[src/rtl/mem_port_arbiter.sv]
// Shares one single-port memory between fetch and data stages, one access in flight at a time.
// Grant is same-cycle, read data returns MEM_LAT+1 cycles after grant; requesters hold req/payload until gnt.
module mem_port_arbiter #(
  parameter int DATA_W     = 16,
  parameter int ADDR_W     = 16,
  parameter int MEM_LAT    = 2,
  parameter int STARVE_MAX = 4
) (
  input  logic              clk,
  input  logic              reset,
  input  logic              if_req,
  input  logic [ADDR_W-1:0] if_addr,
  output logic              if_gnt,
  output logic              if_rvalid,
  output logic [DATA_W-1:0] if_rdata,
  input  logic              dm_req,
  input  logic              dm_we,
  input  logic [ADDR_W-1:0] dm_addr,
  input  logic [DATA_W-1:0] dm_wdata,
  output logic              dm_gnt,
  output logic              dm_rvalid,
  output logic [DATA_W-1:0] dm_rdata,
  output logic              mem_en,
  output logic              mem_we,
  output logic [ADDR_W-1:0] mem_addr,
  output logic [DATA_W-1:0] mem_wdata,
  input  logic [DATA_W-1:0] mem_rdata,
  output logic              stall_if,
  output logic              stall_mem
);

  localparam int SW = $clog2(STARVE_MAX + 1);

  typedef enum logic [1:0] {IDLE, ISSUE, WAIT} state_t;

  state_t            state;
  logic [3:0]        cnt;
  logic              own_dm;
  logic              we_q;
  logic [ADDR_W-1:0] addr_q;
  logic [DATA_W-1:0] wdata_q;
  logic [SW-1:0]     starve_cnt;

  logic last_wait;
  logic grantable;
  logic if_win;
  logic if_outstanding;
  logic dm_outstanding;

  always_comb begin
    last_wait      = (state == WAIT) && (cnt == 4'd1);
    // reset gating keeps every output quiet while reset is held low
    grantable      = reset && ((state == IDLE) || last_wait);
    if_win         = if_req && (!dm_req || (starve_cnt == SW'(STARVE_MAX)));
    if_gnt         = grantable && if_win;
    dm_gnt         = grantable && dm_req && !if_win;

    if_rvalid      = last_wait && !own_dm;
    dm_rvalid      = last_wait && own_dm;
    if_rdata       = if_rvalid ? mem_rdata : '0;
    dm_rdata       = (dm_rvalid && !we_q) ? mem_rdata : '0;

    mem_en         = (state == ISSUE);
    mem_we         = mem_en && we_q;
    mem_addr       = mem_en ? addr_q : '0;
    mem_wdata      = mem_en ? wdata_q : '0;

    if_outstanding = (state != IDLE) && !own_dm;
    dm_outstanding = (state != IDLE) && own_dm;
    stall_if       = reset && (if_req || if_outstanding) && !if_rvalid;
    stall_mem      = reset && (dm_req || dm_outstanding) && !dm_rvalid;
  end

  always_ff @(posedge clk or negedge reset) begin
    if (!reset) begin
      state      <= IDLE;
      cnt        <= '0;
      own_dm     <= 1'b0;
      we_q       <= 1'b0;
      addr_q     <= '0;
      wdata_q    <= '0;
      starve_cnt <= '0;
    end else begin
      if (if_gnt || dm_gnt) begin
        state   <= ISSUE;
        own_dm  <= dm_gnt;
        we_q    <= dm_gnt && dm_we;
        addr_q  <= dm_gnt ? dm_addr : if_addr;
        wdata_q <= dm_gnt ? dm_wdata : '0;
      end else if (state == ISSUE) begin
        state <= WAIT;
        cnt   <= 4'(MEM_LAT);
      end else if (state == WAIT) begin
        if (cnt == 4'd1) state <= IDLE;
        else             cnt   <= cnt - 4'd1;
      end

      // fetch only counts as starved while it keeps asking and data keeps winning
      if (!if_req || if_gnt)
        starve_cnt <= '0;
      else if (dm_gnt && (starve_cnt != SW'(STARVE_MAX)))
        starve_cnt <= starve_cnt + SW'(1);
    end
  end

endmodule
[config.mk]
export PLATFORM = sky130hd
export DESIGN_NAME = mem_port_arbiter
export DESIGN_NICKNAME = d
export VERILOG_FILES = /design/src/rtl/mem_port_arbiter.sv
export SDC_FILE = /design/constraint.sdc
export NUM_CORES = 1
export LEC_CHECK = 0
export ABC_AREA = 1
export BUFFER_PORTS_ARGS = -buffer_cell sky130_fd_sc_hd__buf_2
export CELL_PAD_IN_SITES_DETAIL_PLACEMENT = 2
export CELL_PAD_IN_SITES_GLOBAL_PLACEMENT = 2
export CORE_MARGIN = 5
export CORE_UTILIZATION = 25
export CTS_CLUSTER_SIZE = 10
export DETAILED_ROUTE_END_ITERATION = 12
export PLACE_DENSITY_LB_ADDON = 0.1
export SKIP_CTS_REPAIR_TIMING = 1
export SLEW_MARGIN = 40
export SYNTH_ARGS = -nofsm -noshare
export SYNTH_HDL_FRONTEND = slang
export SYNTH_SLANG_ARGS = --single-unit
[constraint.sdc]
create_clock -name clk -period 3.4 [get_ports clk]
set_clock_uncertainty 0.1 [all_clocks]
set_input_delay 0.68 -clock clk [delete_from_list [all_inputs] [get_ports clk]]
set_output_delay 0.68 -clock clk [all_outputs]
set_load 0.005 [all_outputs]
==> results.md, run 1 <==
- Status: finished clean
- Clk Latency, worst-skew pair: 0.28 ns
- Slew @ Worst Pin: 0.407 ns
- Layout fillers: 1364
- H-tree depth reported by CTS: 2
- Detailed-route via count: 3047
- Startpoint-to-endpoint class of the critical path: reg -> out
- Sequential fraction of the synthesis area: 0.380
- Net Switching: 1.10 mW
- Routability Congestion: 0.749
- Number of failing hold endpoints at the final stage: 0
- Largest net degree at the start of global routing: 34
- Clock tree root buffer cell: sky130_fd_sc_hd__clkbuf_16
- Clock sink total: 43
- Required time of the worst setup path: 2.62 ns
- Min Hold Slack: 0.384 ns
- Die height: 116 um
- Cell area after synthesis: 2830 sq um
- Post-layout net count: 634
- Area of the core region: 11000 sq um
- Critical Path Source Type: register
- Final Max Slew Viols: 0
- Routed wirelength normalized by instance count: 14.5 um
- Via count of the first global-routing pass: 3498
- Number of nets produced by synthesis: 498
- Leakage power summed over all cells: 2.63 nW
- Crit path max fanout: 19
- Power share of the sequential group: 0.331
- Logic pwr share: 0.458
- Power per unit of standard cell area: 693 nW/um^2
- DRT antenna net count: 0
- Iter 0 DRT Violations: 79
- Share of layout cells above drive strength 1: 0.315
- Number of search-and-repair iterations in the first detailed-routing pass: 5
- Worst EP arrival: 1.98 ns
- Number of storage elements in the synthesis netlist: 43
- Average vias per placed instance: 4.36
- Initial core utilization: 0.258
- Share of the clock period used by the worst path after layout: 0.811
- Final HPWL DP: 8210 um
- Relative area change from synthesis to final layout: 35.2%
- Slew margin rel.: 0.729
- Buffer depth of the longest clock path: 2
- GR Util All Layers: 0.156
- Number of instances in the synthesized netlist: 422
- Area share of the leading cell type in the synthesized netlist: 0.380
- Cell-internal power: 1.55 mW
- Reg-to-reg setup timing slack: 1.34 ns
- Number of violations of the max-capacitance limit: 0
- Min-Delay Path Class: reg -> reg
- Endpoint kind of the worst setup timing path: output port
- Number of antenna repair diodes: 0
- Cell type with the highest aggregate area in the netlist: sky130_fd_sc_hd__dfrtp_1
- Die Span X: 116 um
- Avg Synthesized Cell Area: 6.71 sq um
- Proportion of power drawn by the clock network: 0.211
- Crit path time final: 2.76 ns
- Number of buffers inserted during clock tree synthesis: 5
- Global-route wire length before repair: 17100 um
- RSZ-0062 raised after global routing: no
- Final setup viols: 0
- Port-buffer cells: 140
- Total wirelength of the detailed-routed design: 10100 um
- I/O pin count: 141
- Total negative slack: 0 ns
- Switching power as a share of total power: 0.414
- DIE AREA: 13500 sq um
- Number of design rule violations left after detail routing: 0
- Clock tree from TritonCTS: yes
- # rows: 38
- Initial antenna violation count: 0
- Global route total overflow: 0
- Worst-case vdd ir drop: 0.242 mV
- Cell types with the largest area share after synthesis: sky130_fd_sc_hd__dfrtp_1 38%, sky130_fd_sc_hd__nand2_1 19%, sky130_fd_sc_hd__inv_1 13%
- Number of unique standard cell types used by synthesis: 27
- Synthesis warning total: 0
- Peak Freq: 0.363 GHz
- Clock slew at the register clock pins of the worst setup and hold paths: 0.06 ns
-- per-layer routing --
layer,up-vias,track usage,wire (um)
li1,1512,-,-
met2,65,0.293,5420
met3,4,0.0249,458
met5,-,0,0
met1,1466,0.191,4180
met4,0,0.0232,49
-- flip-flops by register name, summed over array words and instances (netlist names) --
name and cells:
addr_q 16, wdata_q 16, cnt 4, starve_cnt 3
state 2, own_dm 1, we_q 1
-- path summary, 6_finish.rpt --
kind	from	end	cells past startpoint
worst min register to register	addr_q[5]	addr_q[5]	2
worst max-delay path	cnt[1]	dm_gnt	7
worst min-delay path	addr_q[5]	addr_q[5]	2
max in group asynchronous	reset	state[0]	2
worst max register to register	state[1]	cnt[3]	10
min in group asynchronous	reset	addr_q[14]	2
-- power groups by stage --
stage                     logic [mW]  clock network (mW)  registers [mW]
after floorplan                0.810                   0           0.845
after global placement          1.18                   0           0.873
after detailed placement        1.25                   0           0.889
after CTS                       1.26               0.580           0.881
after global routing            1.42               0.598           0.912
final                           1.22               0.559           0.878
-- final cells by class --
type / count / area, sq um / area share
inverter: 100 / 380 / 0.0994
multi-input combinational: 261 / 1250 / 0.327
clock inverter: 2 / 35.0 / 0.00916
timing repair buffer: 147 / 768 / 0.201
sequential: 43 / 1080 / 0.281
clock buffer: 6 / 139 / 0.0363
tap: 140 / 175 / 0.0458
-- critical path, stage by stage, from the launching register on --
cell	delay [ns]
sky130_fd_sc_hd__dfrtp_1	0.40
sky130_fd_sc_hd__inv_1	0.09
sky130_fd_sc_hd__ha_1	0.22
sky130_fd_sc_hd__nand3_4	0.14
sky130_fd_sc_hd__nand2_8	0.17
sky130_fd_sc_hd__nand3_4	0.25
sky130_fd_sc_hd__inv_6	0.26
sky130_fd_sc_hd__buf_2	0.15
-- synth_stat cells --
| master | count |
|---|---|
| sky130_fd_sc_hd__a21oi_1 | 2 |
| sky130_fd_sc_hd__a21oi_4 | 1 |
| sky130_fd_sc_hd__buf_1 | 1 |
| sky130_fd_sc_hd__buf_12 | 1 |
| sky130_fd_sc_hd__buf_2 | 9 |
| sky130_fd_sc_hd__buf_4 | 1 |
| sky130_fd_sc_hd__buf_6 | 3 |
| sky130_fd_sc_hd__clkbuf_1 | 3 |
| sky130_fd_sc_hd__dfrtp_1 | 43 |
| sky130_fd_sc_hd__ha_1 | 7 |
| sky130_fd_sc_hd__inv_1 | 96 |
| sky130_fd_sc_hd__inv_2 | 3 |
| sky130_fd_sc_hd__inv_6 | 1 |
| sky130_fd_sc_hd__nand2_1 | 141 |
| sky130_fd_sc_hd__nand2_2 | 10 |
| sky130_fd_sc_hd__nand2_8 | 1 |
| sky130_fd_sc_hd__nand3_1 | 23 |
| sky130_fd_sc_hd__nand3_2 | 1 |
| sky130_fd_sc_hd__nand3_4 | 2 |
| sky130_fd_sc_hd__nand4_1 | 20 |
| sky130_fd_sc_hd__nor2_1 | 40 |
| sky130_fd_sc_hd__nor2_2 | 1 |
| sky130_fd_sc_hd__nor3b_1 | 1 |
| sky130_fd_sc_hd__o211ai_1 | 1 |
| sky130_fd_sc_hd__o211ai_4 | 1 |
| sky130_fd_sc_hd__o21ai_0 | 8 |
| sky130_fd_sc_hd__xor2_1 | 1 |
-- logic make-up after synthesis --
family / Yosys count / synth area share
AND/OR/NAND/NOR: 240 / 0.375
buffers and inverters: 118 / 0.177
flip-flops: 43 / 0.380
AO/OA/AOI/OAI: 13 / 0.0336
adder cells (fa/ha/maj): 7 / 0.0309
XOR/XNOR: 1 / 0.00310
-- cell usage in the layout, fill, tap and decap left out, types with 7 or more instances in the layout --
master and n:
sky130_fd_sc_hd__ha_1 7, sky130_fd_sc_hd__o21ai_0 8, sky130_fd_sc_hd__inv_1 96, sky130_fd_sc_hd__nand2_1 141, sky130_fd_sc_hd__nand2_2 10, sky130_fd_sc_hd__dfrtp_1 43, sky130_fd_sc_hd__buf_2 140, sky130_fd_sc_hd__nand3_1 23
sky130_fd_sc_hd__nand4_1 20, sky130_fd_sc_hd__nor2_1 40
-- metrics by stage --
step	cells	instance area, sq um	total power [mW]	setup WS, ns	util
2_1_floorplan	422	2830	1.65	1.14	-
3_3_place_gp	689	3620	2.05	0.821	0.330
3_5_place_dp	691	3650	2.14	0.866	0.333
4_1_cts	699	3830	2.73	0.594	0.348
5_1_grt	699	3830	2.93	0.483	0.348
6_report	699	3830	2.65	0.644	0.348
Power figures use the tool's default switching activity.
==> run 2, diff against run 1 <==
Settings changed: CORE_UTILIZATION 25 to 21.
Clock period 3.4 ns to 2.5 ns, I/O delays scaled along.
==> results.md, run 2 (same netlist as run 1, synthesis figures left out) <==
- Peak Freq: 0.423 GHz
- H-tree depth reported by CTS: 2 (unchanged)
- Clock slew at the register clock pins of the worst setup and hold paths: 0.06 ns (about the same)
- Slew margin rel.: 0.653 (was 0.729)
- Average vias per placed instance: 4.15 (was 4.36)
- DIE AREA: 15900 sq um (was 13500 sq um)
- Clock tree root buffer cell: sky130_fd_sc_hd__clkbuf_16 (unchanged)
- Slew @ Worst Pin: 0.518 ns (was 0.407 ns)
- Die height: 126 um (was 116 um)
- Final Max Slew Viols: 0 (unchanged)
- Worst path bufs/invs: 5 (was 3)
- Relative area change from synthesis to final layout: 37.6% (was 35.2%)
- Layout fillers: 1669 (was 1364)
- Port-buffer cells: 140 (unchanged)
- Number of violations of the max-capacitance limit: 0 (unchanged)
- Critical Path Source Type: input port (was register)
- I/O pin count: 141 (unchanged)
- Share of layout cells above drive strength 1: 0.317 (was 0.315)
- Routability Congestion: 0.722 (was 0.749)
- Buffer depth of the longest clock path: 2 (unchanged)
- Flip-flop and latch area: 1080 sq um (unchanged)
- Number of design rule violations left after detail routing: 0 (unchanged)
- Die Span X: 126 um (was 116 um)
- Multi-input combinational cell area: 1260 sq um (was 1250 sq um)
- Proportion of power drawn by the clock network: 0.215 (was 0.211)
- Leakage power summed over all cells: 2.64 nW (was 2.63 nW)
- Clock sink total: 43 (unchanged)
- Clk Latency, worst-skew pair: 0.29 ns (was 0.28 ns)
- Switching power as a share of total power: 0.420 (was 0.414)
- Iter 0 DRT Violations: 101 (was 79)
- Critical-path top delay cell: sky130_fd_sc_hd__dlygate4sd3_1 (was sky130_fd_sc_hd__dfrtp_1)
- Required time of the worst setup path: 1.90 ns (was 2.62 ns)
- Largest net degree at the start of global routing: 38 (was 34)
- Number of search-and-repair iterations in the first detailed-routing pass: 4 (was 5)
- Via count of the first global-routing pass: 3486 (was 3498)
- Worst EP arrival: 1.77 ns (was 1.98 ns)
- Power share of the sequential group: 0.324 (was 0.331)
- Total wirelength of the detailed-routed design: 10700 um (was 10100 um)
- Most repeated library cell on the critical path: sky130_fd_sc_hd__buf_2 (was sky130_fd_sc_hd__nand3_4)
- Status: finished clean (unchanged)
- Crit path setup slack, layout: 0.134 ns (was 0.644 ns)
- Detailed-route via count: 3057 (was 3047)
- Final HPWL DP: 8270 um (was 8210 um)
- Global-route wire length before repair: 17700 um (was 17100 um)
- Most common library cell in the layout ignoring fill and taps: sky130_fd_sc_hd__nand2_1 (unchanged)
- Routed wirelength normalized by instance count: 14.5 um (about the same)
- Final Power: 3.67 mW (was 2.65 mW)
- Endpoint kind of the worst setup timing path: output port (unchanged)
- Total negative slack: 0 ns (unchanged)
- Global route total overflow: 0 (unchanged)
- Area of the core region: 13200 sq um (was 11000 sq um)
- Min-Delay Path Class: in -> reg (was reg -> reg)
- # rows: 42 (was 38)
- GR Util All Layers: 0.136 (was 0.156)
- Crit path time final: 2.37 ns
- Share of the clock period used by the worst path after layout: 0.946
- Number of failing hold endpoints at the final stage: 0 (unchanged)
- RSZ-0062 raised after global routing: no (unchanged)
- Initial core utilization: 0.214 (was 0.258)
- DRT antenna net count: 0 (unchanged)
- Number of antenna repair diodes: 0 (unchanged)
- Leading cell types in the layout, fill and taps excluded: 141 x sky130_fd_sc_hd__nand2_1, 140 x sky130_fd_sc_hd__buf_2, 96 x sky130_fd_sc_hd__inv_1 (unchanged)
- Cell-internal power: 2.12 mW (was 1.55 mW)
- CP max stage delay: 0.52 ns (was 0.40 ns)
- Net Switching: 1.54 mW (was 1.10 mW)
- Min Hold Slack: 0.309 ns (was 0.384 ns)
- List of cells traversed by the critical path: dlygate4sd3_1 -> buf_2 -> buf_4 -> nand3_1 -> inv_1 -> buf_2 (was inv_1 -> ha_1 -> nand3_4 -> nand2_8 -> nand3_4 -> inv_6 -> buf_2)
- Logic pwr share: 0.461 (was 0.458)
- Initial antenna violation count: 0 (unchanged)
- Post-layout net count: 636 (was 634)
- Number of buffers inserted during clock tree synthesis: 5 (unchanged)
- Setup slack after placement: 0.385 ns (was 0.866 ns)
- Startpoint-to-endpoint class of the critical path: in -> out (was reg -> out)
- Crit path max fanout: 9 (was 19)
- Final setup viols: 0 (unchanged)
- Worst-case vdd ir drop: 0.351 mV (was 0.242 mV)
- CP delay by family, top: buffers and inverters (was simple AND/OR/NAND/NOR gates)
- Clock tree from TritonCTS: yes (unchanged)
- Final core occ: 0.294 (was 0.348)
- Registers with the most flip-flops: addr_q x16, wdata_q x16, cnt x4 (unchanged)
- Power per unit of standard cell area: 942 nW/um^2 (was 693 nW/um^2)
run 2: cell count changes in the layout (fill, tap and decap cells not counted), sizes merged:
cell	change
buf	+1
dlygate4sd3	+1
run 2: worst paths after layout:
kind,depth (start not counted),start,slack (ns),to
setup / recovery,6,reset,0.13,stall_if
hold reg to reg,2,wdata_q[6],0.38,wdata_q[6]
max in group asynchronous,4,reset,0.77,wdata_q[13]
setup reg to reg,8,cnt[1],0.55,addr_q[6]
min in group asynchronous,2,reset,0.51,addr_q[3]
hold / removal,3,dm_wdata[8],0.31,wdata_q[8]
run 2: worst register-to-register path, cell delays in order, from the launching register on:
cell and delay [ns]:
sky130_fd_sc_hd__dfrtp_1 0.39, sky130_fd_sc_hd__inv_1 0.09, sky130_fd_sc_hd__ha_1 0.22, sky130_fd_sc_hd__nand3_4 0.14
sky130_fd_sc_hd__nand2_8 0.17, sky130_fd_sc_hd__o211ai_4 0.22, sky130_fd_sc_hd__inv_2 0.33, sky130_fd_sc_hd__nand3_1 0.15
sky130_fd_sc_hd__nand2_1 0.08
run 2: routing by layer:
layer	vias to the layer above	track usage	wire, um
met2	62	0.260	5760
li1	1515	-	-
met3	5	0.0267	415
met4	0	0.0284	93
met1	1475	0.156	4400
met5	-	0	0
run 2: final cells by class:
| class | instances | area share |
|---|---|---|
| Sequential cell | 43 | 0.276 |
| Inverter | 100 | 0.0977 |
| Clock buffer | 6 | 0.0357 |
| Timing Repair Buffer | 149 | 0.201 |
| Clock inverter | 2 | 0.00900 |
| Multi-Input combinational cell | 261 | 0.324 |
| Tap cell | 176 | 0.0566 |
run 2: power by group through the flow:
| stage | clock [mW] | sequential [mW] | combinational, mW |
|---|---|---|---|
| after global placement | 0 | 1.19 | 1.67 |
| after CTS | 0.816 | 1.19 | 1.76 |
| after global routing | 0.846 | 1.23 | 1.95 |
| final | 0.787 | 1.19 | 1.69 |
| after floorplan | 0 | 1.15 | 1.10 |
| after detailed placement | 0 | 1.20 | 1.73 |
run 2: metrics by stage:
step | instances | instance area [sq um]
after global routing | 737 | 3890
after detailed placement | 728 | 3700
after floorplan | 422 | 2830
after CTS | 736 | 3880
after global placement | 728 | 3700
final | 737 | 3890
==> run 3, diff against run 2 <==
Settings changed: PLACE_DENSITY set to 0.74, PLACE_DENSITY_LB_ADDON 0.1 to unset.
==> results.md, run 3 (same netlist as run 1, synthesis figures left out) <==
- Number of buffers inserted during clock tree synthesis: 5 (unchanged)
- Initial antenna violation count: 0 (unchanged)
- GR Util All Layers: 0.136 (about the same)
- Leading cell types in the layout, fill and taps excluded: 141 x sky130_fd_sc_hd__nand2_1, 140 x sky130_fd_sc_hd__buf_2, 96 x sky130_fd_sc_hd__inv_1 (unchanged)
- Number of antenna repair diodes: 0 (unchanged)
- Total negative slack: 0 ns (unchanged)
- Critical R2R Launch: state[0] (was cnt[1])
- Total wirelength of the detailed-routed design: 10500 um (was 10700 um)
- Most common library cell in the layout ignoring fill and taps: sky130_fd_sc_hd__nand2_1 (unchanged)
- RSZ-0062 raised after global routing: no (unchanged)
- Leakage power summed over all cells: 2.62 nW (was 2.64 nW)
- I/O pin count: 141 (unchanged)
- Largest net degree at the start of global routing: 42 (was 38)
- CP max stage delay: 0.53 ns (was 0.52 ns)
- Final HPWL DP: 8430 um (was 8270 um)
- Routed wirelength normalized by instance count: 14.3 um (was 14.5 um)
- Clk Latency, worst-skew pair: 0.29 ns (about the same)
- Average vias per placed instance: 4.23 (was 4.15)
- Registers with the most flip-flops: addr_q x16, wdata_q x16, cnt x4 (unchanged)
- Clock slew at the register clock pins of the worst setup and hold paths: 0.07 ns (was 0.06 ns)
- Relative area change from synthesis to final layout: 36.9% (was 37.6%)
- Clock tree from TritonCTS: yes (unchanged)
- Share of the clock period used by the worst path after layout: 0.962 (was 0.946)
- Final instance area: 3870 sq um (was 3890 sq um)
- Final setup viols: 0 (unchanged)
- DRT antenna net count: 0 (unchanged)
- Source of the worst hold timing path: dm_wdata[11] (was dm_wdata[8])
- Worst-case vdd ir drop: 0.285 mV (was 0.351 mV)
- Die height: 126 um (unchanged)
- Number of violations of the max-capacitance limit: 0 (unchanged)
- Hold Path Stages: 3 (unchanged)
- Die Span X: 126 um (unchanged)
- Critical-path top delay cell: sky130_fd_sc_hd__dlygate4sd3_1 (unchanged)
- Placed inst area: 3690 sq um (was 3700 sq um)
- Slew @ Worst Pin: 0.621 ns (was 0.518 ns)
- List of cells traversed by the critical path: dlygate4sd3_1 -> buf_2 -> nand3_4 -> inv_6 -> buf_2 (was dlygate4sd3_1 -> buf_2 -> buf_4 -> nand3_1 -> inv_1 -> buf_2)
- Reg2Reg Depth: 8 (unchanged)
- DIE AREA: 15900 sq um (unchanged)
- WHS Endpoint: wdata_q[11] (was wdata_q[8])
- Worst EP arrival: 1.80 ns (was 1.77 ns)
- Clock sink total: 43 (unchanged)
- Crit path max fanout: 19 (was 9)
- Final Max Slew Viols: 0 (unchanged)
- Routability Congestion: 0.811 (was 0.722)
- Critical Path Source Type: input port (unchanged)
- Worst flop-to-flop path endpoint: addr_q[10] (was addr_q[6])
- Clock tree root buffer cell: sky130_fd_sc_hd__clkbuf_16 (unchanged)
- Crit path setup slack, layout: 0.0961 ns (was 0.134 ns)
- Iter 0 DRT Violations: 55 (was 101)
- Reg-to-reg setup timing slack: 0.52 ns (was 0.55 ns)
- Most repeated library cell on the critical path: sky130_fd_sc_hd__buf_2 (unchanged)
- Status: finished clean (unchanged)
- Post-layout net count: 637 (was 636)
- Port-buffer cells: 140 (unchanged)
- Endpoint kind of the worst setup timing path: output port (unchanged)
- Initial core utilization: 0.214 (unchanged)
- Crit path time final: 2.40 ns (was 2.37 ns)
- Global route total overflow: 0 (unchanged)
- Power per unit of standard cell area: 912 nW/um^2 (was 942 nW/um^2)
- Required time of the worst setup path: 1.90 ns (about the same)
- H-tree depth reported by CTS: 2 (unchanged)
- Setup slack after placement: 0.344 ns (was 0.385 ns)
- Number of design rule violations left after detail routing: 0 (unchanged)
- Via count of the first global-routing pass: 3550 (was 3486)
- Buffer depth of the longest clock path: 2 (unchanged)
- Min-Delay Path Class: in -> reg (unchanged)
- Slew margin rel.: 0.584 (was 0.653)
- Area of the core region: 13200 sq um (unchanged)
- # rows: 42 (unchanged)
- Peak Freq: 0.416 GHz (was 0.423 GHz)
- Share of layout cells above drive strength 1: 0.313 (was 0.317)
- Number of search-and-repair iterations in the first detailed-routing pass: 2 (was 4)
- Detailed-route via count: 3121 (was 3057)
- Number of failing hold endpoints at the final stage: 0 (unchanged)
- Startpoint-to-endpoint class of the critical path: in -> out (unchanged)
- Global-route wire length before repair: 17900 um (was 17700 um)
==> run 3: changes by cell type in the layout (fill, tap and decap cells not counted), sizes merged <==
cell,previous run,this run
clkinvlp,0,1
buf,148,147
bufinv,1,0
dlygate4sd3,1,3
==> run 3: worst max path at each step <==
| stage | slack, ns | endpoint | depth (start not counted) | startpoint |
|---|---|---|---|---|
| after floorplan | 0.59 | dm_rdata[10] | 7 | state[0] |
| after global placement | 0.47 | dm_rdata[0] | 7 | cnt[1] |
| after detailed placement | 0.34 | dm_rdata[15] | 7 | cnt[1] |
| after CTS | 0.02 | dm_rdata[15] | 7 | state[0] |
| after global routing | 0.01 | dm_gnt | 5 | reset |
| final | 0.1 | dm_gnt | 5 | reset |
==> run 3: cell type report <==
cell class              instances  area (sq um)
repair buffers                150           796
multi-input cells             261          1260
well taps                     176           220
fillers                      1644          9370
clock inverters                 2          12.5
inverters                     100           380
clock buffers                   6           129
flip-flops and latches         43          1080
==> run 3: per-stage QoR <==
stage          total power [mW]  hold WS, ns  std cells   util
6_report                   3.53        0.303        738  0.293
5_1_grt                    3.92        0.307        738  0.293
4_1_cts                    3.64      -0.0114        735  0.290
3_5_place_dp               2.94        0.308        727  0.279
3_3_place_gp               2.83        0.310        727  0.279
2_1_floorplan              2.25        0.104        422      -
==> run 3: worst max-delay path: cells and delay by family <==
| family | cells | cell delay, ns |
|---|---|---|
| simple gates | 1 | 0.13 |
| buf+inv | 4 | 1.15 |
==> run 3: routing by layer <==
layer / global-route usage / wire length (um) / share of wire
met1: 0.162 / 4430 / 0.42
met2: 0.253 / 5480 / 0.52
met3: 0.0224 / 498 / 0.047
met4: 0.0322 / 111 / 0.011
met5: 0 / 0 / 0
==> run 3: power breakdown <==
part | switching (mW) | internal [mW]
Clock | 0.280 | 0.369
Combinational | 1.07 | 0.621
Sequential | 0.190 | 1.01
Total | 1.54 | 2.00
